`src/rtl/serial_mult_4bit_seq.sv`:
```
// Sequential shift-and-add unsigned multiplier.
// It handles one multiplier bit per clock, so a product takes WIDTH RUN edges.
// Operands arrive over a valid/ready handshake and the product leaves over a
// second valid/ready handshake. Only one operation is in flight at a time.
module serial_mult_4bit_seq #(
  parameter int WIDTH = 4
) (
  input  logic               clk,
  input  logic               rst_n,
  input  logic               in_valid,
  output logic               in_ready,
  input  logic [WIDTH-1:0]   a,
  input  logic [WIDTH-1:0]   b,
  output logic               out_valid,
  input  logic               out_ready,
  output logic [2*WIDTH-1:0] p,
  output logic               busy
);

  localparam int CW = (WIDTH > 1) ? $clog2(WIDTH) : 1;

  typedef enum logic [1:0] {
    S_IDLE = 2'd0,
    S_RUN  = 2'd1,
    S_DONE = 2'd2
  } state_e;

  state_e             state_q, state_d;
  logic [WIDTH-1:0]   mcand_q, mcand_d;
  logic [WIDTH-1:0]   mplier_q, mplier_d;
  logic [2*WIDTH-1:0] acc_q, acc_d;
  logic [2*WIDTH-1:0] p_q, p_d;
  logic [CW-1:0]      cnt_q, cnt_d;
  logic               out_valid_q, out_valid_d;

  logic [WIDTH:0]     sum;
  logic [WIDTH-1:0]   addend;
  logic [2*WIDTH-1:0] acc_step;

  // One shift-add step. The upper half of acc plus the gated multiplicand is
  // W+1 bits wide, so the carry shifts into the top bit and is never lost.
  always_comb begin
    addend   = mplier_q[0] ? mcand_q : '0;
    sum      = {1'b0, acc_q[2*WIDTH-1:WIDTH]} + {1'b0, addend};
    acc_step = {sum, acc_q[WIDTH-1:1]};
  end

  // Next-state and datapath control for IDLE -> RUN -> DONE.
  always_comb begin
    state_d     = state_q;
    mcand_d     = mcand_q;
    mplier_d    = mplier_q;
    acc_d       = acc_q;
    p_d         = p_q;
    cnt_d       = cnt_q;
    out_valid_d = out_valid_q;
    unique case (state_q)
      S_IDLE: begin
        if (in_valid) begin
          mcand_d  = a;
          mplier_d = b;
          acc_d    = '0;
          cnt_d    = '0;
          state_d  = S_RUN;
        end
      end
      S_RUN: begin
        acc_d    = acc_step;
        mplier_d = mplier_q >> 1;
        if (cnt_q == CW'(WIDTH - 1)) begin
          // Hold cnt on the last step so it never wraps.
          p_d         = acc_step;
          out_valid_d = 1'b1;
          state_d     = S_DONE;
        end else begin
          cnt_d = cnt_q + CW'(1);
        end
      end
      S_DONE: begin
        if (out_ready) begin
          out_valid_d = 1'b0;
          state_d     = S_IDLE;
        end
      end
      default: begin
        state_d     = S_IDLE;
        out_valid_d = 1'b0;
      end
    endcase
  end

  // State registers. Reset aborts any run and discards the partial product.
  always_ff @(posedge clk or negedge rst_n) begin
    if (!rst_n) begin
      state_q     <= S_IDLE;
      mcand_q     <= '0;
      mplier_q    <= '0;
      acc_q       <= '0;
      p_q         <= '0;
      cnt_q       <= '0;
      out_valid_q <= 1'b0;
    end else begin
      state_q     <= state_d;
      mcand_q     <= mcand_d;
      mplier_q    <= mplier_d;
      acc_q       <= acc_d;
      p_q         <= p_d;
      cnt_q       <= cnt_d;
      out_valid_q <= out_valid_d;
    end
  end

  // Status outputs are decoded from the state register, so they follow
  // reset immediately without waiting for a clock edge.
  assign in_ready  = (state_q == S_IDLE);
  assign busy      = (state_q != S_IDLE);
  assign out_valid = out_valid_q;
  assign p         = p_q;

endmodule

```
`config.mk`:
```
export PLATFORM = sky130hd
export DESIGN_NAME = serial_mult_4bit_seq
export DESIGN_NICKNAME = d
export VERILOG_FILES = /design/src/rtl/serial_mult_4bit_seq.sv
export SDC_FILE = /design/constraint.sdc
export NUM_CORES = 1
export LEC_CHECK = 0
export ABC_AREA = 1
export CAP_MARGIN = 20
export CORE_ASPECT_RATIO = 1.2
export CORE_UTILIZATION = 28
export CTS_CLUSTER_SIZE = 10
export DETAILED_ROUTE_END_ITERATION = 8
export GPL_ROUTABILITY_DRIVEN = 1
export PLACE_DENSITY = 0.51
export REMOVE_ABC_BUFFERS = 1
export SLEW_MARGIN = 0
export SYNTH_ARGS = -nofsm -noshare
export SYNTH_HDL_FRONTEND = slang
export SYNTH_SLANG_ARGS = --single-unit
export TNS_END_PERCENT = 30
```
`constraint.sdc`:
```
create_clock -name clk -period 2.7 [get_ports clk]
set_clock_uncertainty 0.05 [all_clocks]
set_input_delay 0.81 -clock clk [delete_from_list [all_inputs] [get_ports clk]]
set_output_delay 0.81 -clock clk [all_outputs]
set_load 0.03 [all_outputs]
```
== Word-level counts from Yosys, hierarchy flattened ==
Index checks and enable logic that the tools add are counted.
Word-level totals
  bits in registers: 29
  output and inout port bits: 11
Cells by class
  add/sub/neg operators: 2
  equal/unequal tests: 7
  mux-type cells: 15
  bitwise gates (word level): 1
  reduce and logical (&&, ||, !) cells: 9
Operators by type and width (number)
  case mux 8 bit (2 select lines): 1
  two-way mux 2 bit: 5
  AND reduction 3 bit: 3
  two-way mux 4 bit: 2
  two-way mux 8 bit: 1
  inequality test 2 bit, second input constant: 4
  case mux 4 bit (2 select lines): 1
  case mux 2 bit (3 select lines): 1
  AND reduction 2 bit: 3
  adder 4 x 4 -> 5 bit: 1
  == test 2 bit, second input constant: 2
  case mux 2 bit (2 select lines): 1
  nonzero test 2 bit: 2
  case mux 1 bit (3 select lines): 1
  adder 2 x 1 -> 2 bit, second input constant: 1
  == test 2 x 1 -> 1 bit, second input constant: 1
  zero test 2 bit: 1
  two-way mux 1 bit: 2
  inverter 1 bit: 1

== Depth between registers and ports, before layout ==
  depth after elaboration: 3
  depth in mapped cells: 8
  depth with buffers taken out: 8

== Worst setup path after synthesis ==
Ideal clock, no wire load.
  kind: register to output
  start point: register state_q[0]
  end point: output port in_ready
  data arrival time: 0.796 ns
  data required time: 1.840 ns
  path slack: 1.044 ns
  cell stages (with the launch flop): 2
  path buffers: 0
  path through: dfrtp_1 nor2_2
Between the ends
  cells in the longest elaborated chain, start to end: 1
RTL lines
  from (decl): RTL line 28  | state_e state_q, state_d;
  from (signal assigned): RTL line 103  | state_q <= state_d;
  zero test 2 bit: RTL line 115  | assign in_ready = (state_q == S_IDLE);
  to (decl): RTL line 11  | output logic in_ready,
Every way passes these cells.

== Worst setup path after layout ==
Same ends and word-level chain as after synthesis.

==> results.sh <==
export IMPL_static_leakage_power_nw=0.870
export IMPL_avgViaCountPerCell=4.33
export IMPL_crit_family="buffers and inverters"
export IMPL_crit_arrival_ps=1620
export IMPL_start_kind="flip-flop"
export IMPL_wirelength_mm=2.41
export IMPL_rsz0062_at_grt="no"
export IMPL_pre_cts_ws_ps=520
export IMPL_synth_seq_cells=28
export IMPL_ctsResizeCount=0
export IMPL_num_fill_cells=484
export IMPL_slew_headroom_pct=76.7
export IMPL_cts_tree="built"
export IMPL_cts_buffers=3
export IMPL_final_hold_viol_count=0
export IMPL_worstPathRequired_ps=1840
export IMPL_clk_pin_slew_ps=100
export IMPL_crit_slowest_cell="clkdlybuf4s50_1"
export IMPL_grt_pass1_wl_mm=4.52
export IMPL_wl_per_cell_um=10.2
export IMPL_slowest_delay_ps=690
export IMPL_crit_buf_inv=1
export IMPL_period_minus_slack_ps=2480
export IMPL_power_switching_w=0.000797
export IMPL_path_class="flip-flop to output pin"
export IMPL_die_area_mm2=0.00519
export IMPL_cts_setup_buffers=0
export IMPL_p_sw_share_pct=41.5
export IMPL_grt_max_degree=29
export IMPL_path_cells="nor2_2, clkdlybuf4s50_1"
export IMPL_dr_pass1_iters=4
export IMPL_drc_errors=0
export IMPL_setup_viol=0
export IMPL_io_pins=23
export IMPL_clkPwrFrac_pct=16.9
export IMPL_avgSynthCellArea_um2=8.91
export IMPL_cap_violations=0
export IMPL_port_buffers=22
export IMPL_area_growth_pct=24.9
export IMPL_ant_nets=0
export IMPL_h_tree_depth=1
export IMPL_globalRouteOverflowTotal=0
export IMPL_start_util_pct=29.4
export IMPL_layout_drive_gt1_share_pct=12.9
export IMPL_fmax_mhz=403
export IMPL_setup_slack_ps=221
export IMPL_power_density_mw_per_mm2=1120
export IMPL_rows=27
export IMPL_antenna_found_initial=0
export IMPL_irDropWorstVdd_mv=0.306
export IMPL_die_w_um=65.9
export IMPL_multiInputGateArea_um2=552
export IMPL_globalplace_congestion=0.731
export IMPL_worstMarginPinSlew_ps=350
export IMPL_seq_area_um2=701
export IMPL_clk_latency_ps=270
export IMPL_yosys_warnings=0
export IMPL_clock_path_buffers=2
export IMPL_clkSinkCount=28
export IMPL_slew_viol_final=0
export IMPL_finalCritPeriodShare_pct=91.8
export IMPL_seq_area_frac_synth_pct=51.0
export IMPL_core_mm2=0.00466
export IMPL_synth_cells=154
export IMPL_seqPwrFrac_pct=35.2
export IMPL_grt_pass1_vias=1038
export IMPL_hpwl_mm=1.89
export IMPL_diodes=0
export IMPL_root_buffer="clkbuf_8"
export IMPL_dp_cells=232
export IMPL_hold_slack_ps=428
export IMPL_hold_buffers=0
export IMPL_num_vias=1023
export IMPL_nets=197
export IMPL_worstHoldPathType="flip-flop to flip-flop"
export IMPL_end_kind="output pin"
export IMPL_combinationalPowerShare_pct=47.9
export IMPL_tns_ps=0
export IMPL_cp_max_fo=5
export IMPL_drt_iter0_drc=30
export IMPL_status="complete, no violations"
export IMPL_p_int_w=0.00112
export IMPL_ys_types=21
export IMPL_grtUsageTotal_pct=11.3
export IMPL_instances_no_fill=236
export IMPL_synth_area_mm2=0.00137
export IMPL_die_y_um=78.7
stage by stage:
step | power, W | util (%) | cell area [µm²]
2_1_floorplan | 0.00133 | - | 1340
3_3_place_gp | 0.00160 | 35.2 | 1640
3_5_place_dp | 0.00162 | 35.2 | 1640
4_1_cts | 0.00195 | 36.8 | 1710
5_1_grt | 0.00209 | 36.8 | 1710
6_report | 0.00192 | 36.8 | 1710
per-layer routing:
layer / vias up / GRT usage [%] / part of all wire [%]
met1: 474 / 13.2 / 43
met3: 4 / 1.44 / 2.2
met5: - / 0 / 0
met2: 17 / 20.0 / 53
li1: 528 / - / -
met4: 0 / 5.22 / 2.0
final cells by class:
| type | count | area share (%) |
|---|---|---|
| Sequential cell | 28 | 40.9 |
| Multi-Input combinational cell | 99 | 32.2 |
| Timing Repair Buffer | 23 | 13.3 |
| Inverter | 24 | 5.26 |
| Tap cell | 58 | 4.23 |
| Clock buffer | 3 | 2.41 |
| Clock inverter | 1 | 1.75 |
layout by cell type, fill, tap and decap left out:
cell,Yosys,routed
a21oi_1,2,2
buf_4,1,1
bufinv_16,0,1
clkbuf_8,0,3
clkdlybuf4s50_1,0,22
dfrtp_1,28,28
fa_1,1,1
ha_1,5,5
inv_1,21,21
inv_2,3,3
nand2_1,54,54
nand2_2,2,2
nand2_4,2,2
nand3_1,6,6
nor2_1,3,3
nor2_2,1,1
nor2_8,1,1
o21ai_0,5,5
o21ai_1,3,3
o21ai_2,9,9
o22ai_1,3,3
o31ai_1,1,1
xnor2_1,1,1
state kept, by name (all words and copies together), names as in the netlist:
name       cells
mplier_q       4
mcand_q        4
cnt_q          2
p              8
out_valid      1
state_q        2
acc_q          7
synthesized netlist by cell type (all sizes together):
library cell	count	share of area, %
nand3	6	2.2
o21ai	17	8.7
dfrtp	28	51
inv	24	6.6
nor2	5	2.7
a21oi	2	0.73
o31ai	1	0.55
buf	3	2.2
xnor2	1	0.64
o22ai	3	1.4
fa	1	1.5
ha	5	4.6
nand2	58	17
path summary, 6_finish.rpt:
kind	start	endpoint	slack [ps]	depth (start not counted)
hold / removal	p[5]$_DFFE_PN0P_	p[5]$_DFFE_PN0P_	430	2
setup reg to reg	mplier_q[0]$_DFFE_PN0P_	p[7]$_DFFE_PN0P_	1030	8
setup / recovery	state_q[0]$_DFFE_PN0P_	in_ready	220	2
hold reg to reg	p[5]$_DFFE_PN0P_	p[5]$_DFFE_PN0P_	430	2
max in group asynchronous	rst_n	acc_q[6]$_DFFE_PN0P_	1480	2
min in group asynchronous	rst_n	p[0]$_DFFE_PN0P_	850	2
tightest hold or removal path, stage by stage (launching register included):
cell     delay, ps
dfrtp_1        350
nand2_1         50
nand2_1         40
power by group through the flow:
| stage | Clock [W] | Combinational (W) | Sequential (W) |
|---|---|---|---|
| after floorplan | 0 | 0.000556 | 0.000772 |
| after global placement | 0 | 0.000920 | 0.000676 |
| after detailed placement | 0 | 0.000936 | 0.000684 |
| after CTS | 0.000337 | 0.000939 | 0.000676 |
| after global routing | 0.000354 | 0.00104 | 0.000699 |
| final | 0.000324 | 0.000921 | 0.000676 |
logic make-up (layout without fill, tap and decap cells):
logic type | Yosys count | after routing | share of synthesized area [%]
fa+ha+maj | 6 | 6 | 6.02
xor+xnor | 1 | 1 | 0.638
simple gates | 69 | 69 | 22.2
buf+inv | 27 | 51 | 8.75
flops | 28 | 28 | 51.0
compound gates | 23 | 23 | 11.3
Power figures use the tool's default switching activity.
